--- config.mk ---
export PLATFORM = sky130hd
export DESIGN_NAME = wb_stage_pipe
export DESIGN_NICKNAME = d
export VERILOG_FILES = /design/src/rtl/wb_stage_pipe.sv
export SDC_FILE = /design/constraint.sdc
export NUM_CORES = 1
export LEC_CHECK = 0
export ABC_AREA = 1
export ABC_CLOCK_PERIOD_IN_PS = 3820
export BUFFER_PORTS_ARGS = -buffer_cell sky130_fd_sc_hd__buf_2
export CELL_PAD_IN_SITES_DETAIL_PLACEMENT = 1
export CELL_PAD_IN_SITES_GLOBAL_PLACEMENT = 2
export CORE_ASPECT_RATIO = 1.25
export CORE_MARGIN = 2
export CORE_UTILIZATION = 30
export DETAILED_ROUTE_END_ITERATION = 12
export PLACE_DENSITY_LB_ADDON = 0.1
export RECOVER_POWER = 25
export SYNTH_ARGS = -nofsm -noshare
export SYNTH_HDL_FRONTEND = slang
export SYNTH_SLANG_ARGS = --single-unit
--- constraint.sdc ---
create_clock -name clk -period 3.82 [get_ports clk]
set_clock_uncertainty 0.05 [all_clocks]
set_input_delay 0.764 -clock clk [delete_from_list [all_inputs] [get_ports clk]]
set_output_delay 0.764 -clock clk [all_outputs]
set_load 0.05 [all_outputs]
--- src/rtl/wb_stage_pipe.sv ---
// Write-back stage: X->W pipeline register, W-stage decode, load alignment with stall hold,
// RegFile write port, tohost CSR and retired-instruction counter.
module wb_stage_pipe #(
    parameter int          XLEN        = 32,
    parameter logic [11:0] TOHOST_ADDR = 12'h51E,
    parameter int          INSTRET_W   = 64
) (
    input  logic                 clk,
    input  logic                 rst,
    input  logic                 x_valid,
    input  logic [31:0]          x_inst,
    input  logic [XLEN-1:0]      x_pc,
    input  logic [XLEN-1:0]      x_alu,
    input  logic [XLEN-1:0]      x_csr_wdata,
    input  logic                 stall,
    input  logic [XLEN-1:0]      dmem_rdata,
    output logic                 w_valid,
    output logic [31:0]          w_inst,
    output logic                 rf_we,
    output logic [4:0]           rf_waddr,
    output logic [XLEN-1:0]      rf_wdata,
    output logic [XLEN-1:0]      csr_tohost,
    output logic [INSTRET_W-1:0] instret
);

    localparam int OFFW = $clog2(XLEN / 8);

    localparam logic [6:0] OPC_LOAD     = 7'b0000011;
    localparam logic [6:0] OPC_OP_IMM   = 7'b0010011;
    localparam logic [6:0] OPC_OP       = 7'b0110011;
    localparam logic [6:0] OPC_LUI      = 7'b0110111;
    localparam logic [6:0] OPC_AUIPC    = 7'b0010111;
    localparam logic [6:0] OPC_JAL      = 7'b1101111;
    localparam logic [6:0] OPC_JALR     = 7'b1100111;
    localparam logic [6:0] OPC_OP_IMM32 = 7'b0011011;
    localparam logic [6:0] OPC_OP32     = 7'b0111011;
    localparam logic [6:0] OPC_SYSTEM   = 7'b1110011;

    typedef enum logic [1:0] {
        WB_MEM = 2'd0,
        WB_ALU = 2'd1,
        WB_PC4 = 2'd2
    } wb_sel_e;

    logic [XLEN-1:0] w_pc;
    logic [XLEN-1:0] w_alu;
    logic [XLEN-1:0] w_csr_wdata;
    logic            hold_flag;
    logic [XLEN-1:0] hold_data;

    logic [6:0]      opcode;
    logic [2:0]      funct3;
    logic            is_load;
    logic            is_tohost;
    logic            reg_wen;
    logic            retire;
    wb_sel_e         wb_sel;
    logic [OFFW-1:0] off;
    logic [7:0]      shamt;
    logic [XLEN-1:0] raw_data;
    logic [XLEN-1:0] shifted;
    logic [XLEN-1:0] load_data;

    assign opcode    = w_inst[6:0];
    assign funct3    = w_inst[14:12];
    assign is_load   = (opcode == OPC_LOAD);
    assign is_tohost = (opcode == OPC_SYSTEM) && (funct3[1:0] == 2'b01)
                       && (w_inst[31:20] == TOHOST_ADDR);
    assign retire    = w_valid && !stall;
    assign rf_waddr  = w_inst[11:7];
    assign rf_we     = w_valid && reg_wen && (rf_waddr != 5'd0);

    // NOTE: every always_comb output gets a default first so no path leaves it unassigned (no latch).
    always_comb begin
        wb_sel  = WB_ALU;
        reg_wen = 1'b0;
        unique case (opcode)
            OPC_LOAD:                            begin wb_sel = WB_MEM; reg_wen = 1'b1; end
            OPC_OP, OPC_OP_IMM, OPC_LUI, OPC_AUIPC: reg_wen = 1'b1;
            OPC_JAL, OPC_JALR:                   begin wb_sel = WB_PC4; reg_wen = 1'b1; end
            OPC_OP32, OPC_OP_IMM32:              reg_wen = (XLEN == 64);
            default:                             ;
        endcase
    end

    // A stalled load keeps the word it saw on its first W cycle; DMEM may move on afterwards.
    assign raw_data = hold_flag ? hold_data : dmem_rdata;
    assign off      = w_alu[OFFW-1:0];

    always_comb begin
        shamt = 8'd0;
        case (funct3[1:0])
            2'b00:   shamt = 8'({off, 3'b000});
            2'b01:   shamt = 8'({off[OFFW-1:1], 4'b0000});
            2'b10:   shamt = (XLEN == 64) ? 8'({off[OFFW-1], 5'b00000}) : 8'd0;
            default: shamt = 8'd0;
        endcase
    end

    assign shifted = raw_data >> shamt;

    always_comb begin
        load_data = raw_data;
        case (funct3)
            3'b000:  load_data = XLEN'($signed(shifted[7:0]));
            3'b001:  load_data = XLEN'($signed(shifted[15:0]));
            3'b010:  load_data = XLEN'($signed(shifted[31:0]));
            3'b100:  load_data = XLEN'(shifted[7:0]);
            3'b101:  load_data = XLEN'(shifted[15:0]);
            3'b110:  load_data = XLEN'(shifted[31:0]);
            default: load_data = raw_data;
        endcase
    end

    always_comb begin
        rf_wdata = w_alu;
        case (wb_sel)
            WB_MEM:  rf_wdata = load_data;
            WB_PC4:  rf_wdata = w_pc + XLEN'(4);
            default: rf_wdata = w_alu;
        endcase
    end

    // NOTE: sequential state uses non-blocking assignments so every register samples pre-edge values.
    always_ff @(posedge clk) begin
        if (rst) begin
            w_valid     <= 1'b0;
            w_inst      <= 32'h0000_0013;
            w_pc        <= '0;
            w_alu       <= '0;
            w_csr_wdata <= '0;
            hold_flag   <= 1'b0;
            hold_data   <= '0;
            csr_tohost  <= '0;
            instret     <= '0;
        end else begin
            if (!stall) begin
                w_valid     <= x_valid;
                w_inst      <= x_inst;
                w_pc        <= x_pc;
                w_alu       <= x_alu;
                w_csr_wdata <= x_csr_wdata;
                hold_flag   <= 1'b0;
            end else if (!hold_flag && is_load) begin
                hold_flag <= 1'b1;
                hold_data <= dmem_rdata;
            end
            // Tohost and instret update only on the leaving edge, so a long stall counts once.
            if (retire) begin
                instret <= instret + INSTRET_W'(1);
                if (is_tohost) csr_tohost <= w_csr_wdata;
            end
        end
    end

endmodule

# Word-level counts from Yosys, hierarchy flattened
# Cells that the tools add are included.
classes:
  add_sub_neg: 2
  mul: 0
  div_mod_pow: 0
  n_lt_le_gt_ge: 0
  n_eq_ne: 16
  n_shift: 1
  mux: 6
  bitwise_logic: 1
  n_reduce_logical: 18
ops:
  columns: ["op", "count"]
  rows:
  - ["32-bit case mux with 5 select lines", 1]
  - ["64-bit by 1-bit adder with 64-bit output (second input constant)", 1]
  - ["32-bit case mux with 2 select lines", 1]
  - ["32-bit by 3-bit adder with 32-bit output (second input constant)", 1]
  - ["32-bit 2-to-1 mux", 1]
  - ["32-bit by 8-bit right shift with 32-bit output", 1]
  - ["7-bit equality test (second input constant)", 3]
  - ["7-bit by 5-bit equality test with 1-bit output (second input constant)", 2]
  - ["7-bit by 6-bit equality test with 1-bit output (second input constant)", 2]
  - ["12-bit by 11-bit equality test with 1-bit output (second input constant)", 1]
  - ["5-bit case mux with 2 select lines", 1]
  - ["3-bit equality test (second input constant)", 3]
  - ["7-bit by 2-bit equality test with 1-bit output (second input constant)", 1]
  - ["7-bit OR reduction", 1]
  - ["1-bit logical AND", 6]
  - ["2-bit OR reduction", 3]
  - ["5-bit nonzero test", 1]
  - ["2-bit zero test", 2]
  - ["2-bit case mux with 2 select lines", 1]
  - ["2-bit AND reduction", 2]
  - ["3-bit by 1-bit equality test with 1-bit output (second input constant)", 1]
  - ["3-bit by 2-bit equality test with 1-bit output (second input constant)", 1]
  - ["3-bit zero test", 1]
  - ["2-bit by 1-bit equality test with 1-bit output (second input constant)", 1]
  - ["other kinds (4)", 5]
totals:
  ff_bits: 258
  latchBits: 0
  mem_bits_rw: 0
  romBits: 0
  out_inout_bits: 167
  elab_cells: 53
  memories: 0

# Depth between registers and ports, before layout
depth:
  depth_word: 5
  depth_mapped: 13

# Worst setup path before layout
# No wires, ideal clock.
synth_path:
  kind: "reg2out"
  start: "register w_inst[2]"
  end: "output port rf_wdata[4]"
  arrival_time_ns: 3.098
  setup_slack_ns: -0.092
  path_stages_with_launch: 6
  n_path_buf: 1
  path_cell_list: "dfxtp_1 > inv_1 > nor3_1 > nand3_1 > clkbuf_1 > o311ai_0"
synth_between:
  elab_chain_len: 5
  elab_cells_between_ends: 8
  cone_classes: "eq/ne (4); mux (2); reduce/logical (2)"
synth_rtl:
  columns: ["element", "line_no", "source"]
  rows:
  - ["start: declaration", "18", "output logic [31:0] w_inst,"]
  - ["start signal: assignment", "139", "w_inst <= x_inst;"]
  - ["7-bit equality test", "77", "unique case (opcode)"]
  - ["2-bit OR reduction", null, null]
  - ["2-bit case mux with 2 select lines (*)", "77", null]
  - ["2-bit equality test / 2-bit zero test (equally long branches)", "117", "case (wb_sel)"]
  - ["32-bit case mux with 2 select lines (*)", "117", null]
  - ["end: declaration", "21", "output logic [XLEN-1:0] rf_wdata,"]
# Every way passes the cells marked *; elsewhere a longest branch is shown, timed or not.

# Final worst setup path
layout_path:
  start: "register hold_flag"
  end: "output port rf_wdata[20]"
layout_between:
  elab_chain_len: 4
layout_rtl:
  columns: ["element", "line_no", "source"]
  rows:
  - ["start: declaration", "48", "logic hold_flag;"]
  - ["start signal: assignment", "132", "hold_flag <= 1'b0;"]
  - ["start signal: assignment", "143", "hold_flag <= 1'b0;"]
  - ["start signal: assignment", "145", "hold_flag <= 1'b1;"]
  - ["32-bit 2-to-1 mux (*)", "87", "assign raw_data = hold_flag ? hold_data : dmem_rdata;"]
  - ["32-bit by 8-bit right shift with 32-bit output", "100", "assign shifted = raw_data >> shamt;"]
  - ["32-bit case mux with 5 select lines (*)", "104", "case (funct3)"]
  - ["32-bit case mux with 2 select lines (*)", "117", null]
# Marks and branches as above.

==> results.md <==
* Status: finished, violations left
* Failing checks: max-capacitance violations, max-slew violations
* Iter 0 DRT Violations at around 620
* Fin cells at just under 3000
* First-pass GRT wire length at 86.3 mm
* Final Cycle Share at 0.952
* # rows at 86
* Setup_tns at 0 ps
* Vias/cell at around 5.0
* Sw frac at 0.291
* Total GRT Usage at 0.245
* Distinct cell type count after synthesis at 46
* Maximum clock path buffer count at 3
* DR vias at between 10000 and 15000
* Largest net degree at the start of global routing at approximately 160
* Fin. Hold Viols at 0
* Internal power at ~5 mW
* Port bufs at between 300 and 400
* FF-to-FF setup slack at about 1200 ps
* Slew headroom at -0.769
* Reg power frac at 0.417
* Min-delay src: x_inst[0]
* Nets at roughly 2500
* Tightest Pin Transition at ~2700 ps
* Clock Power Share at 0.440
* Hpwl dp at 43.2 mm
* Die Area at around 0.046 mm2
* Fill count at approximately 5700
* Critical Path Most Common Cell: nand3_1
* Critical Path Source Type: register
* Maximum VDD drop at ~0.36 mV
* CTS tree: yes
* Hold WS at 330 ps
* Synth Net Count at approximately 2200
* CTS Root Cell: clkbuf_16
* Pwr Total at roughly 7 mW
* Mapped cell area at about 0.013 mm2
* CORE AREA at ~0.044 mm2
* Post-synth EDFFs at 0
* Cell Chain, Critical Path: buf_4 > o21ai_0 > nand2_1 > nand3_1 > nand2_1 > nand3b_1 > nand3_1 > nand3_1 > buf_12
* Final Util at 0.377
* Asr flop ratio synth at 0
* Synthesized instance count at approximately 2000
* R2R cell count at 11
* CP peak stage delay at around 570 ps
* CTS Hold Buffers Added at 0
* Clk Latency, worst-skew pair at 590 ps
* Hold endpoint: w_inst[0]
* Routed WL at 57.0 mm
* 1st-pass router iterations at 5
* Remaining DRCs at 0
* Max-slew violation count at around 240
* IO Pins at 331
* Crit path buffers/inverters at 2
* Ratio of cells with drive above 1 in the final layout at 0.198
* Vias in the first global route at roughly 15000
* Initial Util at 0.302
* Count of final setup violators at 0
* Reg2reg start: w_valid
* Initial antenna violation count at 9
* Min-Delay Path Class: input pin to register
* Yosys warnings at 0
* Top_reg_cell synth: dfxtp_1
* Critical Path RT at ~3000 ps
* LEAKAGE at between 7 and 8 nW
* Worst R2R End: instret[51]
* H-tree levels at 1
* Min Tclk post-route at roughly 3600 ps
* Critical Path End Type: primary output
* Switching Power at 2.01 mW
* CTS Buf Count at 31
* Synth-to-layout area growth at 24.9%
* Wire per inst at slightly below 20 um
* CP max stage cell: o21ai_0
* Post-synthesis sequential area ratio at 0.390
* DIE WIDTH at about 190 um
* CTS Sinks at 258
* Gr ovfl total at 0
* Min-Delay Path Depth at 3
* Clock slew seen by the registers of the worst setup and hold paths at 60 ps
* Height of the chip at between 200 and 250 um
* Worst endpoint data arrival time at 2820 ps
* Max-cap violations at 2
* Seq cells post-synth at 258
* CP Max Fanout at 39
* Unrepaired setup endpoints after global routing: no
* Antenna Violating Nets Remaining at 0
* FMAX at 275 MHz
* # placed instances at ~2900
* Avg Inst Size Synth at ~6.5 um2
* Power Dens Cells at approximately 420 mW/mm2
* Comb pwr share at 0.143
* Delay-heaviest family, CP: simple AND/OR/NAND/NOR gates
* Setup CP Type: register to primary output
* Global placement routability congestion at a little over 0.9
-- synthesized netlist by cell type, types with 2 or more instances --
| cell type | instances | area share |
|---|---|---|
| a21boi_0 | 3 | 0.0017 |
| a21oi_1 | 156 | 0.059 |
| a31oi_1 | 2 | 0.00095 |
| and3_1 | 2 | 0.00095 |
| buf_2 | 19 | 0.0072 |
| buf_4 | 8 | 0.0045 |
| buf_6 | 7 | 0.0060 |
| clkbuf_1 | 71 | 0.020 |
| dfxtp_1 | 258 | 0.39 |
| ha_1 | 2 | 0.0019 |
| inv_1 | 154 | 0.044 |
| inv_2 | 9 | 0.0026 |
| nand2_1 | 389 | 0.11 |
| nand2_2 | 8 | 0.0038 |
| nand2_4 | 2 | 0.0017 |
| nand3_1 | 98 | 0.037 |
| nand3_2 | 4 | 0.0030 |
| nand3_4 | 2 | 0.0026 |
| nand3b_1 | 6 | 0.0034 |
| nand4_1 | 30 | 0.014 |
| nor2_1 | 435 | 0.12 |
| nor2_2 | 11 | 0.0052 |
| nor2_4 | 8 | 0.0068 |
| nor3_1 | 24 | 0.0091 |
| nor3_2 | 2 | 0.0015 |
| o211ai_1 | 9 | 0.0051 |
| o21a_1 | 5 | 0.0028 |
| o21ai_0 | 272 | 0.10 |
| o21ai_1 | 5 | 0.0019 |
| o21bai_1 | 5 | 0.0028 |
| o221ai_1 | 2 | 0.0013 |
| o31ai_1 | 2 | 0.0011 |
| or2_2 | 5 | 0.0024 |
| xnor2_1 | 6 | 0.0040 |
| xor2_1 | 10 | 0.0066 |
-- worst register-to-register path, stage by stage (launching register included) --
cell     delay (ps)
dfxtp_1         490
nand2_4         190
inv_1           480
nand2_1         240
nor2_4          230
nand3_2         140
nor2_1          160
nand2_1         130
nor2_1          230
nand2_1          80
nand2_1          60
nor2_1           40
-- cells in the final DEF (no fill, tap or decap), types with 5 or more instances in the layout --
cell type and n:
nor2_1 434, nor3_1 24, xor2_1 10, dfxtp_1 257, o21bai_1 5, nand4_1 30
inv_1 153, nand2_2 8, nand3_2 5, o21a_1 5, clkbuf_16 31, nand2_1 389
nor2_2 10, inv_2 7, o21ai_1 8, a21oi_1 156, buf_12 10, or2_2 5
nor2_4 10, nand3b_1 6, clkbuf_1 8, clkbuf_8 9, o211ai_1 9, nand3_1 97
o21ai_0 269, xnor2_1 6, buf_4 23, buf_2 321
-- cells by family (layout without fill, tap and decap cells) --
| group | count (synthesis) | in the layout | share of synthesized area |
|---|---|---|---|
| buf+inv | 269 | 575 | 0.0843 |
| other cells | 0 | 3 | 0 |
| flops | 258 | 258 | 0.390 |
| fa+ha+maj | 2 | 2 | 0.00189 |
| xor+xnor | 16 | 16 | 0.0106 |
| compound gates | 466 | 466 | 0.183 |
| simple gates | 1031 | 1031 | 0.330 |
-- layer usage --
metal / vias to the layer above / routed length, um / global-route usage
li1: 7198 / - / -
met1: 6925 / 23700 / 0.296
met2: 339 / 28000 / 0.432
met3: 94 / 3190 / 0.0451
met4: 8 / 2040 / 0.0883
met5: - / 57 / 0
-- sequential cells by signal (all words and copies together), names as in the netlist --
register / flops
w_csr_wdata: 32
hold_flag: 1
w_alu: 32
w_inst: 32
csr_tohost: 32
instret: 64
hold_data: 32
w_pc: 32
w_valid: 1
-- power by group through the flow --
stage / Combinational, mW / Sequential (mW) / Clock [mW]
6_report: 0.986 / 2.88 / 3.04
5_1_grt: 1.08 / 2.89 / 3.24
4_1_cts: 0.996 / 2.88 / 3.13
3_5_place_dp: 0.991 / 2.94 / 0
3_3_place_gp: 0.984 / 2.93 / 0
2_1_floorplan: 0.538 / 3.00 / 0
-- per-stage QoR --
stage	cell area (um2)	worst slack (ps)
3_5_place_dp	15500	425
2_1_floorplan	13200	320
3_3_place_gp	15500	446
6_report	16500	184
4_1_cts	16500	3.77
5_1_grt	16500	2.46
-- worst max path at each step --
stage	cells after the start	from	end
floorplan	9	w_inst[13]	rf_wdata[2]
global placement	7	dmem_rdata[24]	rf_wdata[8]
detailed placement	7	dmem_rdata[24]	rf_wdata[8]
CTS	9	w_inst[6]	rf_wdata[9]
global route	10	hold_flag	rf_wdata[23]
finish	9	hold_flag	rf_wdata[20]
-- timing repair --
| item | CTS | global route |
|---|---|---|
| setup endpoints to repair | 4 | 10 |
| resized for setup | 4 | 9 |
| pin swaps | 0 | 0 |
| setup buffers | 0 | 0 |
-- layout make-up --
cell class                      count  area (um2)  share of cell area
Sequential cell                   258        5170               0.313
Clock inverter                      8         113             0.00681
Inverter                          163         622              0.0376
Multi-Input combinational cell   1515        6980               0.422
Tap cell                          572         716              0.0433
Clock buffer                       47         926              0.0560
Timing Repair Buffer              357        2000               0.121
Antenna cell                        3        7.51            0.000454
No activity file was read; power rests on OpenSTA's default activity.
